File: config.mk
export PLATFORM = sky130hd
export DESIGN_NAME = gpr_sequencer_flat
export DESIGN_NICKNAME = d
export VERILOG_FILES = /design/src/rtl/gpr_seq_pkg.sv /design/src/rtl/gpr_sequencer_if.sv /design/src/rtl/gpr_seq_alu.sv /design/src/rtl/gpr_sequencer.sv /design/src/flat_wrapper.sv
export SDC_FILE = /design/constraint.sdc
export NUM_CORES = 1
export LEC_CHECK = 0
export BUFFER_PORTS_ARGS = -buffer_cell sky130_fd_sc_hd__buf_2
export CORE_MARGIN = 2
export CORE_UTILIZATION = 43
export CTS_CLUSTER_SIZE = 16
export DETAILED_ROUTE_END_ITERATION = 10
export PLACE_DENSITY = 0.67
export REMOVE_ABC_BUFFERS = 1
export SLEW_MARGIN = 20
export SYNTH_ARGS = -nofsm -noshare
export SYNTH_HDL_FRONTEND = slang
export SYNTH_SLANG_ARGS = --single-unit
File: constraint.sdc
create_clock -name clk -period 3.2 [get_ports clk]
set_clock_uncertainty 0.2 [all_clocks]
set_input_delay 0.64 -clock clk [delete_from_list [all_inputs] [get_ports clk]]
set_output_delay 0.64 -clock clk [all_outputs]
set_load 0.05 [all_outputs]
File: src/rtl/gpr_seq_pkg.sv
// Shared types and default widths for the GPR command sequencer.
package gpr_seq_pkg;

  localparam int unsigned GPR_DATA_W = 8;
  localparam int unsigned GPR_ADDR_W = 3;

  typedef enum logic [1:0] {
    OP_LOADI = 2'd0,
    OP_READ  = 2'd1,
    OP_MOVE  = 2'd2,
    OP_ALU   = 2'd3
  } cmd_op_e;

  typedef enum logic [2:0] {
    ALU_ADD    = 3'd0,
    ALU_SUB    = 3'd1,
    ALU_AND    = 3'd2,
    ALU_OR     = 3'd3,
    ALU_XOR    = 3'd4,
    ALU_PASS_A = 3'd5,
    ALU_RSV6   = 3'd6,
    ALU_RSV7   = 3'd7
  } alu_op_e;

  typedef enum logic [2:0] {
    S_IDLE,
    S_RD_ISSUE,
    S_RD_WAIT,
    S_ALU_ISSUE,
    S_ALU_WAIT,
    S_WRITE,
    S_RESP
  } state_e;

endpackage

File: src/rtl/gpr_sequencer_if.sv
// Command and response handshake bundle between a command source and the sequencer.
interface gpr_sequencer_if #(
  parameter int unsigned DATA_W = 8,
  parameter int unsigned ADDR_W = 3
) ();
  logic              cmd_valid;
  logic              cmd_ready;
  logic [1:0]        cmd_op;
  logic [2:0]        cmd_alu_op;
  logic [ADDR_W-1:0] cmd_dst;
  logic [ADDR_W-1:0] cmd_src;
  logic [DATA_W-1:0] cmd_imm;
  logic              rsp_valid;
  logic              rsp_ready;
  logic [DATA_W-1:0] rsp_data;
  logic              rsp_carry;

  modport master (
    output cmd_valid, cmd_op, cmd_alu_op, cmd_dst, cmd_src, cmd_imm, rsp_ready,
    input  cmd_ready, rsp_valid, rsp_data, rsp_carry
  );

  modport slave (
    input  cmd_valid, cmd_op, cmd_alu_op, cmd_dst, cmd_src, cmd_imm, rsp_ready,
    output cmd_ready, rsp_valid, rsp_data, rsp_carry
  );
endinterface

File: src/rtl/gpr_seq_alu.sv
// Combinational ALU over the register file's GPR[0]/GPR[1] operand taps.
module gpr_seq_alu
  import gpr_seq_pkg::*;
#(
  parameter int unsigned DATA_W = GPR_DATA_W
) (
  input  logic [DATA_W-1:0] a_i,
  input  logic [DATA_W-1:0] b_i,
  input  alu_op_e           op_i,
  output logic [DATA_W-1:0] result_o,
  output logic              carry_o
);

  logic [DATA_W:0] sum;

  always_comb begin
    sum      = {1'b0, a_i} + {1'b0, b_i};
    result_o = '0;
    carry_o  = 1'b0;
    case (op_i)
      ALU_ADD: begin
        result_o = sum[DATA_W-1:0];
        carry_o  = sum[DATA_W];
      end
      ALU_SUB: begin
        result_o = a_i - b_i;
        carry_o  = (a_i < b_i);
      end
      ALU_AND:    result_o = a_i & b_i;
      ALU_OR:     result_o = a_i | b_i;
      ALU_XOR:    result_o = a_i ^ b_i;
      ALU_PASS_A: result_o = a_i;
      default: begin
        result_o = '0;
        carry_o  = 1'b0;
      end
    endcase
  end

endmodule

File: src/rtl/gpr_sequencer.sv
// Command-driven master for the 8x8 register file; absorbs its registered read latency.
module gpr_sequencer
  import gpr_seq_pkg::*;
#(
  parameter int unsigned DATA_W = GPR_DATA_W,
  parameter int unsigned ADDR_W = GPR_ADDR_W
) (
  input  logic              clk,
  input  logic              rst_n,
  gpr_sequencer_if.slave    bus,
  output logic              busy,
  output logic [ADDR_W-1:0] gpr_address,
  output logic [DATA_W-1:0] gpr_data_in,
  output logic              gpr_write_enable,
  output logic              gpr_read_enable,
  output logic              gpr_alu_en,
  input  logic [DATA_W-1:0] gpr_data_out,
  input  logic [DATA_W-1:0] gpr_alu_a,
  input  logic [DATA_W-1:0] gpr_alu_b
);

  state_e            state_q;
  cmd_op_e           op_q;
  alu_op_e           alu_op_q;
  logic [ADDR_W-1:0] dst_q;
  logic [DATA_W-1:0] result_q;
  logic              carry_q;
  logic              cmd_ready_q, rsp_valid_q, busy_q;
  logic [ADDR_W-1:0] addr_q;
  logic [DATA_W-1:0] din_q;
  logic              we_q, re_q, alu_en_q;

  logic [DATA_W-1:0] alu_result;
  logic              alu_carry;

  gpr_seq_alu #(.DATA_W(DATA_W)) u_alu (
    .a_i      (gpr_alu_a),
    .b_i      (gpr_alu_b),
    .op_i     (alu_op_q),
    .result_o (alu_result),
    .carry_o  (alu_carry)
  );

  // Pin registers are loaded on entry to the state that owns them, so every
  // GPR-side output is a flop and lines up with the state it belongs to.
  always_ff @(posedge clk or negedge rst_n) begin
    if (!rst_n) begin
      state_q     <= S_IDLE;
      op_q        <= OP_LOADI;
      alu_op_q    <= ALU_ADD;
      dst_q       <= '0;
      result_q    <= '0;
      carry_q     <= 1'b0;
      cmd_ready_q <= 1'b1;
      rsp_valid_q <= 1'b0;
      busy_q      <= 1'b0;
      addr_q      <= '0;
      din_q       <= '0;
      we_q        <= 1'b0;
      re_q        <= 1'b0;
      alu_en_q    <= 1'b0;
    end else begin
      addr_q   <= '0;
      din_q    <= '0;
      we_q     <= 1'b0;
      re_q     <= 1'b0;
      alu_en_q <= 1'b0;
      case (state_q)
        S_IDLE: begin
          if (bus.cmd_valid && cmd_ready_q) begin
            op_q        <= cmd_op_e'(bus.cmd_op);
            alu_op_q    <= alu_op_e'(bus.cmd_alu_op);
            dst_q       <= bus.cmd_dst;
            cmd_ready_q <= 1'b0;
            busy_q      <= 1'b1;
            case (cmd_op_e'(bus.cmd_op))
              OP_LOADI: begin
                result_q <= bus.cmd_imm;
                carry_q  <= 1'b0;
                addr_q   <= bus.cmd_dst;
                din_q    <= bus.cmd_imm;
                we_q     <= 1'b1;
                state_q  <= S_WRITE;
              end
              OP_READ, OP_MOVE: begin
                addr_q  <= bus.cmd_src;
                re_q    <= 1'b1;
                state_q <= S_RD_ISSUE;
              end
              default: begin
                alu_en_q <= 1'b1;
                state_q  <= S_ALU_ISSUE;
              end
            endcase
          end
        end
        S_RD_ISSUE:  state_q <= S_RD_WAIT;
        S_RD_WAIT: begin
          result_q <= gpr_data_out;
          carry_q  <= 1'b0;
          if (op_q == OP_READ) begin
            rsp_valid_q <= 1'b1;
            state_q     <= S_RESP;
          end else begin
            addr_q  <= dst_q;
            din_q   <= gpr_data_out;
            we_q    <= 1'b1;
            state_q <= S_WRITE;
          end
        end
        S_ALU_ISSUE: state_q <= S_ALU_WAIT;
        S_ALU_WAIT: begin
          result_q <= alu_result;
          carry_q  <= alu_carry;
          addr_q   <= dst_q;
          din_q    <= alu_result;
          we_q     <= 1'b1;
          state_q  <= S_WRITE;
        end
        S_WRITE: begin
          rsp_valid_q <= 1'b1;
          state_q     <= S_RESP;
        end
        S_RESP: begin
          if (bus.rsp_ready) begin
            rsp_valid_q <= 1'b0;
            cmd_ready_q <= 1'b1;
            busy_q      <= 1'b0;
            state_q     <= S_IDLE;
          end
        end
        default: state_q <= S_IDLE;
      endcase
    end
  end

  assign bus.cmd_ready    = cmd_ready_q;
  assign bus.rsp_valid    = rsp_valid_q;
  assign bus.rsp_data     = result_q;
  assign bus.rsp_carry    = carry_q;
  assign busy             = busy_q;
  assign gpr_address      = addr_q;
  assign gpr_data_in      = din_q;
  assign gpr_write_enable = we_q;
  assign gpr_read_enable  = re_q;
  assign gpr_alu_en       = alu_en_q;

endmodule

File: src/flat_wrapper.sv
// flat-port wrapper written by rule: the top's interface ports become plain ports
module gpr_sequencer_flat import gpr_seq_pkg::*;
#(
  parameter int unsigned DATA_W = GPR_DATA_W,
  parameter int unsigned ADDR_W = GPR_ADDR_W
)
  (clk, rst_n, busy, gpr_address, gpr_data_in, gpr_write_enable, gpr_read_enable, gpr_alu_en, gpr_data_out, gpr_alu_a, gpr_alu_b, bus_cmd_valid, bus_cmd_op, bus_cmd_alu_op, bus_cmd_dst, bus_cmd_src, bus_cmd_imm, bus_rsp_ready, bus_cmd_ready, bus_rsp_valid, bus_rsp_data, bus_rsp_carry);
  gpr_sequencer_if #(.DATA_W(DATA_W), .ADDR_W(ADDR_W)) bus_i ();
  input  logic clk;
  input  logic rst_n;
  output logic busy;
  output logic [ADDR_W-1:0] gpr_address;
  output logic [DATA_W-1:0] gpr_data_in;
  output logic gpr_write_enable;
  output logic gpr_read_enable;
  output logic gpr_alu_en;
  input  logic [DATA_W-1:0] gpr_data_out;
  input  logic [DATA_W-1:0] gpr_alu_a;
  input  logic [DATA_W-1:0] gpr_alu_b;
  input wire logic [$bits(bus_i.cmd_valid)-1:0] bus_cmd_valid;
  input wire logic [$bits(bus_i.cmd_op)-1:0] bus_cmd_op;
  input wire logic [$bits(bus_i.cmd_alu_op)-1:0] bus_cmd_alu_op;
  input wire logic [$bits(bus_i.cmd_dst)-1:0] bus_cmd_dst;
  input wire logic [$bits(bus_i.cmd_src)-1:0] bus_cmd_src;
  input wire logic [$bits(bus_i.cmd_imm)-1:0] bus_cmd_imm;
  input wire logic [$bits(bus_i.rsp_ready)-1:0] bus_rsp_ready;
  output wire logic [$bits(bus_i.cmd_ready)-1:0] bus_cmd_ready;
  output wire logic [$bits(bus_i.rsp_valid)-1:0] bus_rsp_valid;
  output wire logic [$bits(bus_i.rsp_data)-1:0] bus_rsp_data;
  output wire logic [$bits(bus_i.rsp_carry)-1:0] bus_rsp_carry;
  assign bus_i.cmd_valid = bus_cmd_valid;
  assign bus_i.cmd_op = bus_cmd_op;
  assign bus_i.cmd_alu_op = bus_cmd_alu_op;
  assign bus_i.cmd_dst = bus_cmd_dst;
  assign bus_i.cmd_src = bus_cmd_src;
  assign bus_i.cmd_imm = bus_cmd_imm;
  assign bus_i.rsp_ready = bus_rsp_ready;
  assign bus_cmd_ready = bus_i.cmd_ready;
  assign bus_rsp_valid = bus_i.rsp_valid;
  assign bus_rsp_data = bus_i.rsp_data;
  assign bus_rsp_carry = bus_i.rsp_carry;
  gpr_sequencer #(.DATA_W(DATA_W), .ADDR_W(ADDR_W)) u_core (.clk(clk), .rst_n(rst_n), .bus(bus_i), .busy(busy), .gpr_address(gpr_address), .gpr_data_in(gpr_data_in), .gpr_write_enable(gpr_write_enable), .gpr_read_enable(gpr_read_enable), .gpr_alu_en(gpr_alu_en), .gpr_data_out(gpr_data_out), .gpr_alu_a(gpr_alu_a), .gpr_alu_b(gpr_alu_b));
endmodule
Word-level counts from Yosys, hierarchy flattened. Index checks and enable logic that the tools add are counted.

Bits of input ports: 47. Output and inout bits: 26. Register bits: 37. Logic and storage cells: 91.

Add/sub/neg operators: 2. Bitwise gates (word level): 3. Equality and inequality tests: 18. $lt $le $gt $ge: 1. Reductions and logical operators: 14. Multiplexer cells: 39.

Operators with widths (count): one-hot mux 8 bit (3 select lines) (2); one-hot mux 8 bit (6 select lines) (1); 2-to-1 mux 8 bit (5); one-hot mux 3 bit (7 select lines) (1); 2-to-1 mux 1 bit (16); equality test 3 bit, second input constant (5); equality test 3 x 2 -> 1 bit, second input constant (4); 2-to-1 mux 3 bit (4); one-hot mux 3 bit (2 select lines) (2); adder 8 x 8 -> 9 bit (1); one-hot mux 1 bit (3 select lines) (3); one-hot mux 3 bit (3 select lines) (1); AND reduction 3 bit (3); AND 8 bit (1); < comparator 8 bit (1); OR 8 bit (1); subtractor 8 bit (1); XOR 8 bit (1); equality test 3 x 1 -> 1 bit, second input constant (2); zero test 3 bit (2); one-hot mux 1 bit (2 select lines) (3); nonzero test 3 bit (2); equality test 2 x 1 -> 1 bit, second input constant (2); inequality test 2 x 1 -> 1 bit, second input constant (2); 9 further kinds (11).

Logic depth before layout (Yosys ltp). Gate-level depths: netlist of the first run.

Depth after elaboration: 5. Depth in mapped cells: 9. Mapped depth without buffers: 9.

Modules after synthesis. From an unflattened synthesis of the first run, not the netlist that was laid out.

Cells, all modules: 346. Area total of the unflattened synthesis: 3104.2 um^2.

By module, submodules not included: gpr_sequencer (area an instance 1845.5 um^2, times used 1, cells each 174, seq. area each 927.1 um^2); gpr_seq_alu (area an instance 1258.7 um^2, times used 1, cells each 172, seq. area each 0.0 um^2).

Worst setup path after synthesis of the first run. Ideal clock, no wire load.

Path kind: input-to-reg. From: in gpr_alu_a[0]. To: reg u_core.result_q[6] (netlist: u_core.bus.rsp_data[6]). Setup time: 0.138 ns. Slack: 0.557 ns. Stages: 8. Required time: 2.862 ns. Data arrival time: 2.305 ns. Path buffers: 0. Cells stage by stage: ha_1 -> fa_1 -> a21o_1 -> a21oi_1 -> o31ai_1 -> a221o_1 -> a21oi_1 -> o211ai_1.

Cells in the longest elaborated chain, start to end: 3. Elaborated cells between the ends (all ways): 4. Those cells by class: add/sub (2); mux (2).

Ends and longest elaborated chain: start: declaration (RTL line flat_wrapper.sv:18) `input logic [DATA_W-1:0] gpr_alu_a;`; subtractor 8 bit / adder 8 x 8 -> 9 bit (equally long branches) (RTL line gpr_seq_alu.sv:26, gpr_seq_alu.sv:17); one-hot mux 8 bit (6 select lines) * (RTL line gpr_seq_alu.sv:20) `case (op_i)`; one-hot mux 8 bit (3 select lines) * (RTL line gpr_sequencer.sv:68) `case (state_q)`; end signal: assignment (RTL line gpr_sequencer.sv:78) `result_q <= bus.cmd_imm;`; end signal: assignment (RTL line gpr_sequencer.sv:99) `result_q <= gpr_data_out;`; end signal: assignment (RTL line gpr_sequencer.sv:113) `result_q <= alu_result;`; end: declaration (RTL line gpr_sequencer.sv:26) `logic [DATA_W-1:0] result_q;`.

Mark *: on every way between the ends. The rest lies on a longest branch, timed or not. A chain may end at the register's enable or synchronous reset.

Worst setup path after layout of the first run.
From: in gpr_alu_a[1]. To: reg u_core.result_q[7] (netlist: u_core.bus.rsp_data[7]).

The elaborated chain is that of the path after synthesis.

==> results.yml, run 1 <==
setup_path:
  max_stage_delay_ps: 420
  crit_path_cell_trace: "buf_2 -> inv_1 -> ha_1 -> a211oi_1 -> o21ai_0 -> a21oi_1 -> and3b_1 -> o311ai_1 -> o311ai_0"
  crit_type: "input port to flop"
  required_ps: 3130
  crit_family: "compound AO/OA/AOI/OAI gates"
  cp-end-kind: "flop"
  cp_slowest_cell: "o311ai_1"
  path_max_fanout: 5
  critPathLaunchType: "input port"
  worst-endpoint-arrival_ps: 2740
  path_buf_inv: 2
timing:
  setup_viol: 0
  tightest_slew_ps: 829
  final.setup.tns_ps: 0
  hold_viol_final: 0
  max_freq_mhz: 355
  relSlewSlack: 0.445
  rsz0062_at_grt: "false"
  maxSlewViolCount: 0
  fin_crit_sh: 0.879
  fin_ws_ps: 386
  fin_crit_ps: 2810
die:
  dieArea_mm2: 0.00763
  core-area_mm2: 0.00676
  num_rows: 30
  die_y_um: 87.4
  ios: 73
  start_util: 0.442
  die_width_um: 87.4
routing:
  drtIter0Drc: 156
  drcViolationCount: 0
  viasPerCell: 5.68
  postRouteAntennaNets: 0
  wl_per_cell_um: 15.0
  firstDrtPassIters: 5
  vias: 2830
  drt_wl_total_mm: 7.49
finish:
  drive_gt1_frac: 0.239
  nets: 494
  design_area_mm2: 0.00352
  syn2layout_area_growth_pct: 17.7
  antennaDiodeCount: 0
  nFillCells: 654
cts:
  cts_setup_buffers: 0
  clk_latency_ps: 290
  clock-sinks: 37
  cts_inserted_buffers: 5
  clockBufferDepth: 2
  cts_tree: "built"
  clkTransAtPathRegs_ps: 70
  clock-root-buffer: "clkbuf_8"
  hold_buffers: 0
  cts_max_level: 2
  cts_resized: 0
grt:
  grt_max_degree: 38
  grt_antenna_before_repair: 0
  grt_pass1_vias: 2701
  grt_pass1_wl_mm: 12.7
  grt_usage: 0.204
  grt-ovfl-total: 0
pwr:
  p_int_mw: 1.50
  p_clk_frac: 0.130
  ir_drop_uv: 243
  power_switching_mw: 1.49
  power_density_mw_per_mm2: 849
  swShare: 0.499
  p_seq_frac: 0.284
  p_comb_frac: 0.586
  leakagePower_nw: 1.77
logic_synthesis:
  synth-edff-count: 0
  synthCells: 352
  ys_types: 54
  ys_ff_latch: 37
  synth_top_area_frac: 0.302
  ys.flop_type: "dfrtp_1"
  ys_seq_area_frac: 0.310
  synth.area.top_cells: "dfrtp_1 30%, ha_1 11%, nand2_1 4.9%"
  async_flop_share: 1.00
  syn_area_per_cell_um2: 8.49
  yosys_warnings: 0
  synth_area_mm2: 0.00299
  synth_top_cell_by_area: "dfrtp_1"
status:
  status: "finished clean"
place:
  dp_slack_ps: 149
  dpl_cell_area_mm2: 0.00341
  hpwl_mm: 5.86
  gp_congestion: 0.892
  io_buffers: 72
worst_hold_path:
  min_path_type: "input port to asynchronous set/reset pin"
job:
  maxCapViolCount: 0
## cell families after synthesis
family          Yosys count  share of synthesized area
fa+ha+maj                29                      0.126
xor+xnor                  3                    0.00880
buf+inv                  53                     0.0724
simple gates             99                      0.159
flops                    37                      0.310
compound gates          119                      0.280
mux                      12                     0.0431
## sequential cells by signal, summed over array words and instances, names as in the netlist, 2 cells and up
signal,flops
u_core.bus.rsp_data,8
u_core.gpr_data_in,8
u_core.alu_op_q,3
u_core.dst_q,3
u_core.gpr_address,3
u_core.state_q,3
u_core.op_q,2
## worst paths after layout
check                                   start                      to  slack [ps]  cells after the start
hold reg to reg               u_core.dst_q[1]   u_core.gpr_address[1]         290                      2
setup / recovery                 gpr_alu_a[1]  u_core.bus.rsp_data[7]         390                      9
setup reg to reg           u_core.alu_op_q[0]  u_core.bus.rsp_data[7]         750                      6
hold / removal                          rst_n   u_core.gpr_address[1]         240                      1
min in group clk              u_core.dst_q[1]   u_core.gpr_address[1]         290                      2
max in group asynchronous               rst_n  u_core.bus.rsp_data[7]        2050                      1
## layout make-up
cell class,count,area (um^2),area share
Tap cell,80,100,0.0285
Multi-Input combinational cell,262,1840,0.525
Clock inverter,2,35.0,0.00996
Sequential cell,37,927,0.264
Clock buffer,5,68.8,0.0196
Inverter,32,120,0.0342
Timing Repair Buffer,80,420,0.120
## metal layers
| metal | global-route usage | vias up | share of wire |
|---|---|---|---|
| li1 | - | 1407 | - |
| met1 | 0.264 | 1315 | 0.45 |
| met2 | 0.351 | 96 | 0.47 |
| met3 | 0.0294 | 12 | 0.061 |
| met4 | 0.0573 | 0 | 0.015 |
| met5 | 0 | - | 0 |
## Yosys cell counts (4+ instances only)
cell,number
mux2i_1,5
mux2_2,7
o211ai_1,5
nor2_1,24
a22oi_1,13
nand3_1,6
o21ai_0,21
a221oi_1,6
clkbuf_1,5
ha_1,27
a21oi_1,22
buf_2,14
a22o_1,7
o31ai_1,5
a211oi_1,4
a221o_1,6
o22ai_1,4
nor2b_1,5
inv_1,32
dfrtp_1,36
nand2_1,39
## through the flow
step                      total power [mW]  utilization  instances  hold WS (ps)
after global placement                2.59        0.505        491           257
after floorplan                       2.10            -        331           144
final                                 2.99        0.520        498           238
after CTS                             3.00        0.520        498           266
after global routing                  3.22        0.520        498           308
after detailed placement              2.61        0.505        491           270
## worst reg2reg max path, stage by stage (launching register included)
cell,delay (ps)
dfrtp_1,760
nor3b_1,630
o31a_1,230
o21ai_0,70
o21ai_0,170
o311ai_1,150
o311ai_0,120
## power by group through the flow
stage / logic, mW / registers [mW] / clock network, mW
3_5_place_dp: 1.75 / 0.857 / 0
3_3_place_gp: 1.73 / 0.853 / 0
4_1_cts: 1.76 / 0.849 / 0.396
2_1_floorplan: 0.837 / 1.26 / 0
5_1_grt: 1.92 / 0.883 / 0.413
6_report: 1.75 / 0.849 / 0.387
## layout by cell type, fill, tap and decap left out, types with 3 or more instances in the layout
cell       count
a211o_1        3
a31oi_1        3
clkbuf_8       5
o221ai_1       3
o21ai_0       21
a211oi_1       4
buf_2         72
a221oi_1       6
nor2_1        24
nor2b_1        5
mux2i_1        5
a22oi_1       13
ha_1          27
a221o_1        6
nand3_1        6
o211ai_1       5
nor3b_1        3
mux2_2         7
and3_1         3
nand2_1       39
inv_1         32
o22ai_1        4
nor3_1         3
dfrtp_1       36
nand2b_1       3
a21oi_1       22
a2bb2oi_1      3
a22o_1         7
o31ai_1        5
buf_4          8
nand3b_1       3
No activity file was read; power rests on OpenSTA's default activity.
==> inputs of run 2 (changes only) <==
--- a/config.mk
+++ b/config.mk
@@ -10,7 +10,7 @@
 export CORE_UTILIZATION = 43
 export CTS_CLUSTER_SIZE = 16
 export DETAILED_ROUTE_END_ITERATION = 10
-export PLACE_DENSITY = 0.67
+export PLACE_DENSITY = 0.64
 export REMOVE_ABC_BUFFERS = 1
 export SLEW_MARGIN = 20
 export SYNTH_ARGS = -nofsm -noshare
==> results.yml, run 2 (synthesis results as in run 1) <==
place:
  hpwl_mm: 5.90
  dp_slack_ps: 124
  io_buffers: 72
  dpl_cell_area_mm2: 0.00340
  gp_congestion: 0.892
pwr:
  leakagePower_nw: 1.75
  ir_drop_uv: 265
  p_total_mw: 2.91
  p_clk_frac: 0.111
  power_density_mw_per_mm2: 835
  swShare: 0.517
  p_comb_frac: 0.596
  power_switching_mw: 1.50
  p_seq_frac: 0.293
  p_int_mw: 1.40
die:
  num_rows: 30
  start_util: 0.442
  dieArea_mm2: 0.00763
  die_y_um: 87.4
  ios: 73
  die_width_um: 87.4
  core-area_mm2: 0.00676
routing:
  top_layer: "met4"
  viasPerCell: 5.70
  met2_length_mm: 3.65
  postRouteAntennaNets: 0
  drcViolationCount: 0
  routed-wl-met3_um: 328
  wl_met1_mm: 3.50
  wl_per_cell_um: 15.2
  vias: 2832
  firstDrtPassIters: 6
  drtIter0Drc: 169
  drt_wl_total_mm: 7.56
timing:
  fin_ws_ps: 413
  final.setup.tns_ps: 0
  hold_viol_final: 0
  fin_crit_sh: 0.871
  fin_crit_ps: 2790
  maxSlewViolCount: 0
  relSlewSlack: 0.454
  max_freq_mhz: 359
  tightest_slew_ps: 815
  rsz0062_at_grt: "false"
  setup_viol: 0
setup_path:
  cp-end-kind: "flop"
  worst-endpoint-arrival_ps: 2740
  path_max_fanout: 4
  required_ps: 3150
  crit_type: "input port to flop"
  r2r_slack_ps: 690
  critPathLaunchType: "input port"
  r2r-start: "u_core.alu_op_q[0]"
  reg2reg_to: "u_core.bus.rsp_data[7]"
  r2r_cells: 6
grt:
  grt_usage: 0.200
  grt-ovfl-total: 0
  grt_pass1_vias: 2630
  grt_pass1_wl_mm: 12.3
  grt_antenna_before_repair: 0
  grt_max_degree: 38
finish:
  design_area_mm2: 0.00348
  drive_gt1_frac: 0.237
  antennaDiodeCount: 0
  syn2layout_area_growth_pct: 16.6
  nets: 492
  final_common_cell: "buf_2"
  fin_util: 0.516
  layout_common_cells: "72 x buf_2, 39 x nand2_1, 36 x dfrtp_1"
worst_hold_path:
  min_path_type: "input port to asynchronous set/reset pin"
job:
  maxCapViolCount: 0
cts:
  clkTransAtPathRegs_ps: 70
  cts_max_level: 2
  clockBufferDepth: 2
  cts_inserted_buffers: 5
  cts_setup_buffers: 0
  clk_latency_ps: 290
  cts_resized: 0
  clock-sinks: 37
  clock-root-buffer: "clkbuf_8"
  hold_buffers: 0
  cts_tree: "built"
status:
  status: "finished clean"
[run 2: cell count changes in the layout (fill, tap and decap cells not counted)]
cell        delta
buf_4          -2
bufinv_16      -1
clkinv_2       +1
clkinvlp_4     +1
[run 2: final cells by class]
class                   count  area, um^2
fillers                   659        3270
repair buffers             78         405
clock buffers               5        68.8
well taps                  80         100
clock inverters             3        17.5
multi-input cells         262        1840
flip-flops and latches     37         927
inverters                  32         120
[run 2: critical path, stage by stage]
cell      delay [ps]
buf_2            110
ha_1             250
fa_1             440
a21o_1           180
a21oi_1          290
o31ai_1          150
a221o_1          330
a21oi_1          230
o211ai_1         120
[run 2: power by group through the flow]
| stage | registers [mW] | clock network [mW] | logic, mW |
|---|---|---|---|
| floorplan | 1.26 | 0 | 0.837 |
| global placement | 0.858 | 0 | 1.72 |
| detailed placement | 0.860 | 0 | 1.73 |
| CTS | 0.852 | 0.325 | 1.74 |
| global route | 0.880 | 0.352 | 1.89 |
| finish | 0.852 | 0.323 | 1.73 |
[run 2: metal layers]
layer / GRT usage / vias up
met1: 0.262 / 1347
met2: 0.350 / 75
li1: - / 1405
met4: 0.0517 / 0
met3: 0.0199 / 5
met5: 0 / -
[run 2: how the worst max path moves through the flow]
stage | start | endpoint | slack, ps | cells past startpoint
final | gpr_alu_a[0] | u_core.bus.rsp_data[6] | 410 | 9
after global routing | gpr_alu_a[1] | u_core.bus.rsp_data[7] | 230 | 9
after CTS | gpr_alu_a[0] | u_core.bus.rsp_data[6] | 430 | 9
after detailed placement | gpr_alu_a[0] | u_core.bus.rsp_data[6] | 120 | 9
after global placement | gpr_alu_a[0] | u_core.bus.rsp_data[6] | 170 | 9
after floorplan | gpr_alu_a[0] | u_core.bus.rsp_data[6] | 550 | 8
[run 2: metrics by stage]
step                      std cells  hold WS (ps)
final                           497           238
after global routing            497           307
after CTS                       497           270
after detailed placement        489           272
after global placement          489           260
after floorplan                 331           144
